--- src/rtl/bist_pkg.sv ---
// Shared definitions for the BIST controller and its signature register.
package bist_pkg;

    typedef enum logic [2:0] {
        S_IDLE    = 3'd0,
        S_CLEAR   = 3'd1,
        S_RUN     = 3'd2,
        S_DRAIN   = 3'd3,
        S_COMPARE = 3'd4,
        S_DONE    = 3'd5
    } state_e;

    // x^3+x+1, shared by the pattern generator and the MISR
    localparam logic [2:0] DEFAULT_POLY = 3'b011;
    localparam logic [2:0] DEFAULT_SEED = 3'b001;

endpackage

--- src/rtl/bist_misr.sv ---
// Multiple-input signature register: shift with polynomial feedback, then fold in the response.
module bist_misr
    import bist_pkg::*;
#(
    parameter int               WIDTH = 3,
    parameter logic [WIDTH-1:0] POLY  = DEFAULT_POLY
) (
    input  logic             clock,
    input  logic             reset,
    input  logic             clear,
    input  logic             enable,
    input  logic [WIDTH-1:0] din,
    output logic [WIDTH-1:0] sig
);

    logic [WIDTH-1:0] sig_q;
    logic [WIDTH-1:0] sig_d;

    function automatic logic [WIDTH-1:0] misr_step(input logic [WIDTH-1:0] s,
                                                   input logic [WIDTH-1:0] d);
        return {s[WIDTH-2:0], 1'b0} ^ (s[WIDTH-1] ? POLY : '0) ^ d;
    endfunction

    always_comb begin
        sig_d = sig_q;
        if (clear) begin
            sig_d = '0;
        end else if (enable) begin
            sig_d = misr_step(sig_q, din);
        end
    end

    always_ff @(posedge clock or negedge reset) begin
        if (!reset) begin
            sig_q <= '0;
        end else begin
            sig_q <= sig_d;
        end
    end

    assign sig = sig_q;

endmodule

--- src/rtl/bist_controller.sv ---
// Logic BIST sequencer: clears the pattern generator, drives N_PATTERNS patterns into the CUT,
// compacts the (latency-delayed) responses in a MISR and compares the signature against GOLDEN.
module bist_controller
    import bist_pkg::*;
#(
    parameter int               WIDTH      = 3,
    parameter int               N_PATTERNS = 7,
    parameter int               CUT_LAT    = 0,
    parameter logic [WIDTH-1:0] POLY       = DEFAULT_POLY,
    parameter logic [WIDTH-1:0] GOLDEN     = '0
) (
    input  logic             clock,
    input  logic             reset,
    input  logic             start,
    input  logic             abort,
    input  logic [WIDTH-1:0] tpg_data,
    input  logic [WIDTH-1:0] cut_response,
    output logic             tpg_clear,
    output logic             test_sel,
    output logic             busy,
    output logic             done,
    output logic             pass,
    output logic [WIDTH-1:0] signature
);

    localparam int               CNT_W      = $clog2(N_PATTERNS + 1);
    localparam logic [CNT_W-1:0] CNT_LAST   = CNT_W'(N_PATTERNS - 1);
    localparam logic [1:0]       DRAIN_LAST = (CUT_LAT > 0) ? 2'(CUT_LAT - 1) : 2'd0;

    state_e           state_q, state_d;
    logic [CNT_W-1:0] cnt_q, cnt_d;
    logic [1:0]       drain_q, drain_d;
    logic             tpg_clear_q, tpg_clear_d;
    logic             test_sel_q, test_sel_d;
    logic             busy_q, busy_d;
    logic             done_q, done_d;
    logic             pass_q, pass_d;

    logic             run_now;
    logic             cap_en;
    logic             misr_clear;
    logic [WIDTH-1:0] sig_w;

    // The controller never looks at the patterns themselves; they go straight to the CUT.
    logic unused_tpg;
    assign unused_tpg = ^tpg_data;

    assign run_now    = (state_q == S_RUN);
    assign misr_clear = (state_q == S_CLEAR);

    // Capture window trails the RUN window by CUT_LAT cycles so each response meets its pattern.
    generate
        if (CUT_LAT == 0) begin : g_cap_direct
            assign cap_en = run_now;
        end else begin : g_cap_delayed
            logic [CUT_LAT-1:0] run_vld_q;
            always_ff @(posedge clock or negedge reset) begin
                if (!reset) begin
                    run_vld_q <= '0;
                end else if (abort) begin
                    run_vld_q <= '0;
                end else begin
                    run_vld_q <= (run_vld_q << 1) | CUT_LAT'(run_now);
                end
            end
            assign cap_en = run_vld_q[CUT_LAT-1];
        end
    endgenerate

    always_comb begin
        state_d = state_q;
        cnt_d   = cnt_q;
        drain_d = drain_q;
        case (state_q)
            S_IDLE, S_DONE: begin
                if (start) begin
                    state_d = S_CLEAR;
                    cnt_d   = '0;
                end
            end
            S_CLEAR: begin
                state_d = S_RUN;
                cnt_d   = '0;
                drain_d = '0;
            end
            S_RUN: begin
                cnt_d = cnt_q + 1'b1;
                if (cnt_q == CNT_LAST) begin
                    state_d = (CUT_LAT == 0) ? S_COMPARE : S_DRAIN;
                end
            end
            S_DRAIN: begin
                drain_d = drain_q + 2'd1;
                if (drain_q == DRAIN_LAST) begin
                    state_d = S_COMPARE;
                end
            end
            S_COMPARE: state_d = S_DONE;
            default:   state_d = S_IDLE;
        endcase

        if (abort) begin
            state_d = S_IDLE;
            cnt_d   = '0;
            drain_d = '0;
        end

        // Outputs are registered from the next state so they line up with it.
        tpg_clear_d = (state_d == S_CLEAR);
        test_sel_d  = (state_d == S_RUN) || (state_d == S_DRAIN);
        busy_d      = (state_d == S_CLEAR) || (state_d == S_RUN) ||
                      (state_d == S_DRAIN) || (state_d == S_COMPARE);
        done_d      = (state_d == S_DONE);

        pass_d = pass_q;
        if (state_d == S_DONE) begin
            if (state_q == S_COMPARE) begin
                pass_d = (sig_w == GOLDEN);
            end
        end else begin
            pass_d = 1'b0;
        end
    end

    always_ff @(posedge clock or negedge reset) begin
        if (!reset) begin
            state_q     <= S_IDLE;
            cnt_q       <= '0;
            drain_q     <= '0;
            tpg_clear_q <= 1'b1;
            test_sel_q  <= 1'b0;
            busy_q      <= 1'b0;
            done_q      <= 1'b0;
            pass_q      <= 1'b0;
        end else begin
            state_q     <= state_d;
            cnt_q       <= cnt_d;
            drain_q     <= drain_d;
            tpg_clear_q <= tpg_clear_d;
            test_sel_q  <= test_sel_d;
            busy_q      <= busy_d;
            done_q      <= done_d;
            pass_q      <= pass_d;
        end
    end

    bist_misr #(
        .WIDTH (WIDTH),
        .POLY  (POLY)
    ) u_misr (
        .clock  (clock),
        .reset  (reset),
        .clear  (misr_clear),
        .enable (cap_en),
        .din    (cut_response),
        .sig    (sig_w)
    );

    assign tpg_clear = tpg_clear_q;
    assign test_sel  = test_sel_q;
    assign busy      = busy_q;
    assign done      = done_q;
    assign pass      = pass_q;
    assign signature = sig_w;

endmodule

--- config.mk ---
export PLATFORM = sky130hd
export DESIGN_NAME = bist_controller
export DESIGN_NICKNAME = d
export VERILOG_FILES = /design/src/rtl/bist_pkg.sv /design/src/rtl/bist_misr.sv /design/src/rtl/bist_controller.sv
export SDC_FILE = /design/constraint.sdc
export NUM_CORES = 1
export LEC_CHECK = 0
export CORE_ASPECT_RATIO = 0.9
export CORE_MARGIN = 2
export CORE_UTILIZATION = 50
export CTS_BUF_LIST = sky130_fd_sc_hd__clkbuf_8
export CTS_CLUSTER_DIAMETER = 100
export DETAILED_ROUTE_END_ITERATION = 8
export HOLD_SLACK_MARGIN = 0.12
export PLACE_DENSITY = 0.78
export SETUP_SLACK_MARGIN = 0.02
export SKIP_CTS_REPAIR_TIMING = 1
export SLEW_MARGIN = 20
export SYNTH_ARGS = -nofsm -noshare
export SYNTH_HDL_FRONTEND = slang
export SYNTH_SLANG_ARGS = --single-unit
--- constraint.sdc ---
create_clock -name clock -period 1.7 [get_ports clock]
set_input_delay 0.255 -clock clock [delete_from_list [all_inputs] [get_ports clock]]
set_output_delay 0.255 -clock clock [all_outputs]
set_load 0.02 [all_outputs]
==> results of run 1 <==
## synthesized netlist by cell type (3+ instances only)
master and instances:
dfrtp_1 15, nand2_1 9, nor2_1 9, o21ai_0 6
a21oi_1 4, inv_1 4, a22o_1 3, ha_1 3
nor3_1 3, xnor2_1 3
## metrics by stage
stage                     utilization  hold WS [ns]
after global placement          0.652         0.513
after global routing            0.700         0.346
final                           0.700         0.321
after CTS                       0.685         0.327
after floorplan                     -       -0.0406
after detailed placement        0.652         0.526
## cells by family after synthesis
group | Yosys count | synth area share
and+or+nand+nor | 32 | 0.182
AOI/OAI and AO/OA | 25 | 0.220
DFF | 16 | 0.449
buffers and inverters | 9 | 0.0573
xor gates and xnor gates | 4 | 0.0392
adders and majority gates | 3 | 0.0420
muxes | 1 | 0.0112
## power breakdown
| part | total (uW) | leakage, uW | internal [uW] | switching [uW] |
|---|---|---|---|---|
| sequential | 522 | 0.000212 | 438 | 84.0 |
| clock | 334 | 0.0000288 | 205 | 129 |
| combinational | 448 | 0.000262 | 234 | 214 |
## state kept, by name, summed over array words and instances (netlist names)
| name | cells |
|---|---|
| cnt_q | 3 |
| state_q | 3 |
| u_misr.sig | 3 |
| drain_q | 2 |
| busy | 1 |
| done | 1 |
| pass | 1 |
| test_sel | 1 |
| tpg_clear | 1 |
## metal layers
metal	GRT usage	up-vias	routed length (um)	share of wire
met5	0	-	0	0
met4	0.0686	0	40	0.022
met3	0.0372	6	73	0.039
met2	0.325	16	879	0.47
met1	0.252	353	857	0.46
li1	-	359	-	-
## worst reg2reg max path: stages (launching register included)
cell	delay [ns]
dfrtp_1	0.41
inv_1	0.07
ha_2	0.20
nand3_2	0.08
a221oi_2	0.26
o21a_2	0.21
o21a_4	0.14
nor3b_2	0.15
## area by class of cell
type / count / area, sq um
Clock buffer: 4 / 55.1
Fill cell: 142 / 504
Inverter: 4 / 15.0
Multi-Input combinational cell: 65 / 459
Sequential cell: 16 / 403
Tap cell: 24 / 30.0
Timing Repair Buffer: 24 / 215
## how the worst max path moves through the flow
| stage | from | end | cells after the start |
|---|---|---|---|
| 2_1_floorplan | cnt_q[0] | pass | 7 |
| 3_3_place_gp | abort | pass | 6 |
| 3_5_place_dp | abort | pass | 6 |
| 4_1_cts | cnt_q[0] | pass | 7 |
| 5_1_grt | cnt_q[0] | pass | 7 |
| 6_report | u_misr.sig[2] | signature[2] | 1 |
==> flow_summary.toml, run 1 <==
[detailed_routing]
via_per_inst = 5.36
route.detailed.drc = 0
wl_per_cell_um = 13.5
drt_first_iter_violations = 8
antenna_left = 0
wl_um = 1850
first_pass_iters = 4
vias = 734

[sta]
min_period_ns = 1.61
rsz0062_at_grt = "false"
finalHoldViolCount = 0
slew_headroom = 0.821
fmax_mhz = 620
worstMarginPinSlew_ns = 0.267
setup_slack_ns = 0.0883
setup_tns_ns = 0
fin_crit_sh = 0.948
finalMaxSlewViolations = 0
skew_ns = 0.00305
setup_viol = 0

[placement]
place_inst = 132
placed_area_sq_um = 1100
gp_congestion = 0.761
place_ws_ns = 0.0278
port-buffer-count = 14
dp_hpwl_um = 1320

[logic_synthesis]
syn_inst = 90
avgSynthCellArea_sq_um = 9.94
ys.flop_type = "dfrtp_1"
synth_top_area_cell = "dfrtp_1"
synth_edf_count = 0
syn_nets = 103
yosys-top-cells-area = "dfrtp_1 42%, ha_1 4.2%, nand2_1 3.8%"
yosysWarnings = 0
synthDistinctLibCells = 34
ys_seq_area_frac = 0.449
synth_seq_cells = 16
netlist_area_sq_um = 895
ys_async_sr_fraction = 1.00
synth.top_cell.area_share = 0.420

[global_routing]
grtUsageTotal = 0.192
grt_antenna_before_repair = 0
first_global_vias = 668
grt_pass1_wl_um = 3080
overflow = 0
grt_max_degree = 17

[floorplan]
floorplan.die_area_sq_um = 2140
die-width_um = 48.6
start_util = 0.532
pin_count = 18
die_height_um = 44.1
core_area_sq_um = 1680
rows = 14

[clock_tree]
cts_tree = "built"
clkSinkCount = 16
clock_path_buffers = 2
worst_skew_pair.late_latency_ns = 0.24
clk_pin_slew_ns = 0.07
ctsRootBufferMaster = "clkbuf_8"
numCtsBuffers = 3
h-tree-depth = 1

[critical_path]
reg2reg_to = "pass"
crit_chain = "clkdlybuf4s50_1"
slowest_delay_ns = 0.65
r2r_slack_ns = 0.10
crit_buf_inv = 1
end_kind = "primary output"
crit_fanout = 6
r2r-start = "cnt_q[0]"
start_kind = "register"
cp_top_family = "buffers and inverters"
crit_type = "register to primary output"
required_ns = 1.44
crit_arrival_ns = 1.36
r2r_cells = 7
cpMaxStageDelayCell = "clkdlybuf4s50_1"

[cells_and_area]
final_cell_count_no_fill = 137
layout.nets = 127
drive_gt1_frac = 0.257
fin_area_sq_um = 1180
layout_common_cells = "14 x dfrtp_1, 14 x clkdlybuf4s50_1, 10 x buf_4, 9 x nand2_1, 9 x nor2_1"
antenna_cells = 0
syn2layout_area_growth_pct = 31.6

[outcome]
status = "complete, no violations"

[run]
drv_cap = 0

[worst_hold_path]
hold_path_class = "primary input to asynchronous set/reset pin"

[power]
powerDensity_nw_per_um2 = 1110
ir_worst_vdd_uv = 596
power_uw = 1300
power_leakage_uw = 0.000503
(Power assumes the default switching activity.)
==> run 2: changes to the inputs <==
--- a/config.mk
+++ b/config.mk
@@ -15,6 +15,7 @@
 export PLACE_DENSITY = 0.78
 export SETUP_SLACK_MARGIN = 0.02
 export SKIP_CTS_REPAIR_TIMING = 1
+export SKIP_LAST_GASP = 1
 export SLEW_MARGIN = 20
 export SYNTH_ARGS = -nofsm -noshare
 export SYNTH_HDL_FRONTEND = slang
==> results of run 2 <==
The final DEF is identical to that of run 1; final timing and power are the same.
==> run 3: changes to the inputs <==
--- a/config.mk
+++ b/config.mk
@@ -16,7 +16,7 @@
 export SETUP_SLACK_MARGIN = 0.02
 export SKIP_CTS_REPAIR_TIMING = 1
 export SKIP_LAST_GASP = 1
-export SLEW_MARGIN = 20
+export SLEW_MARGIN = 30
 export SYNTH_ARGS = -nofsm -noshare
 export SYNTH_HDL_FRONTEND = slang
 export SYNTH_SLANG_ARGS = --single-unit
==> results of run 3 <==
The final DEF is identical to that of run 1; final timing and power are the same.
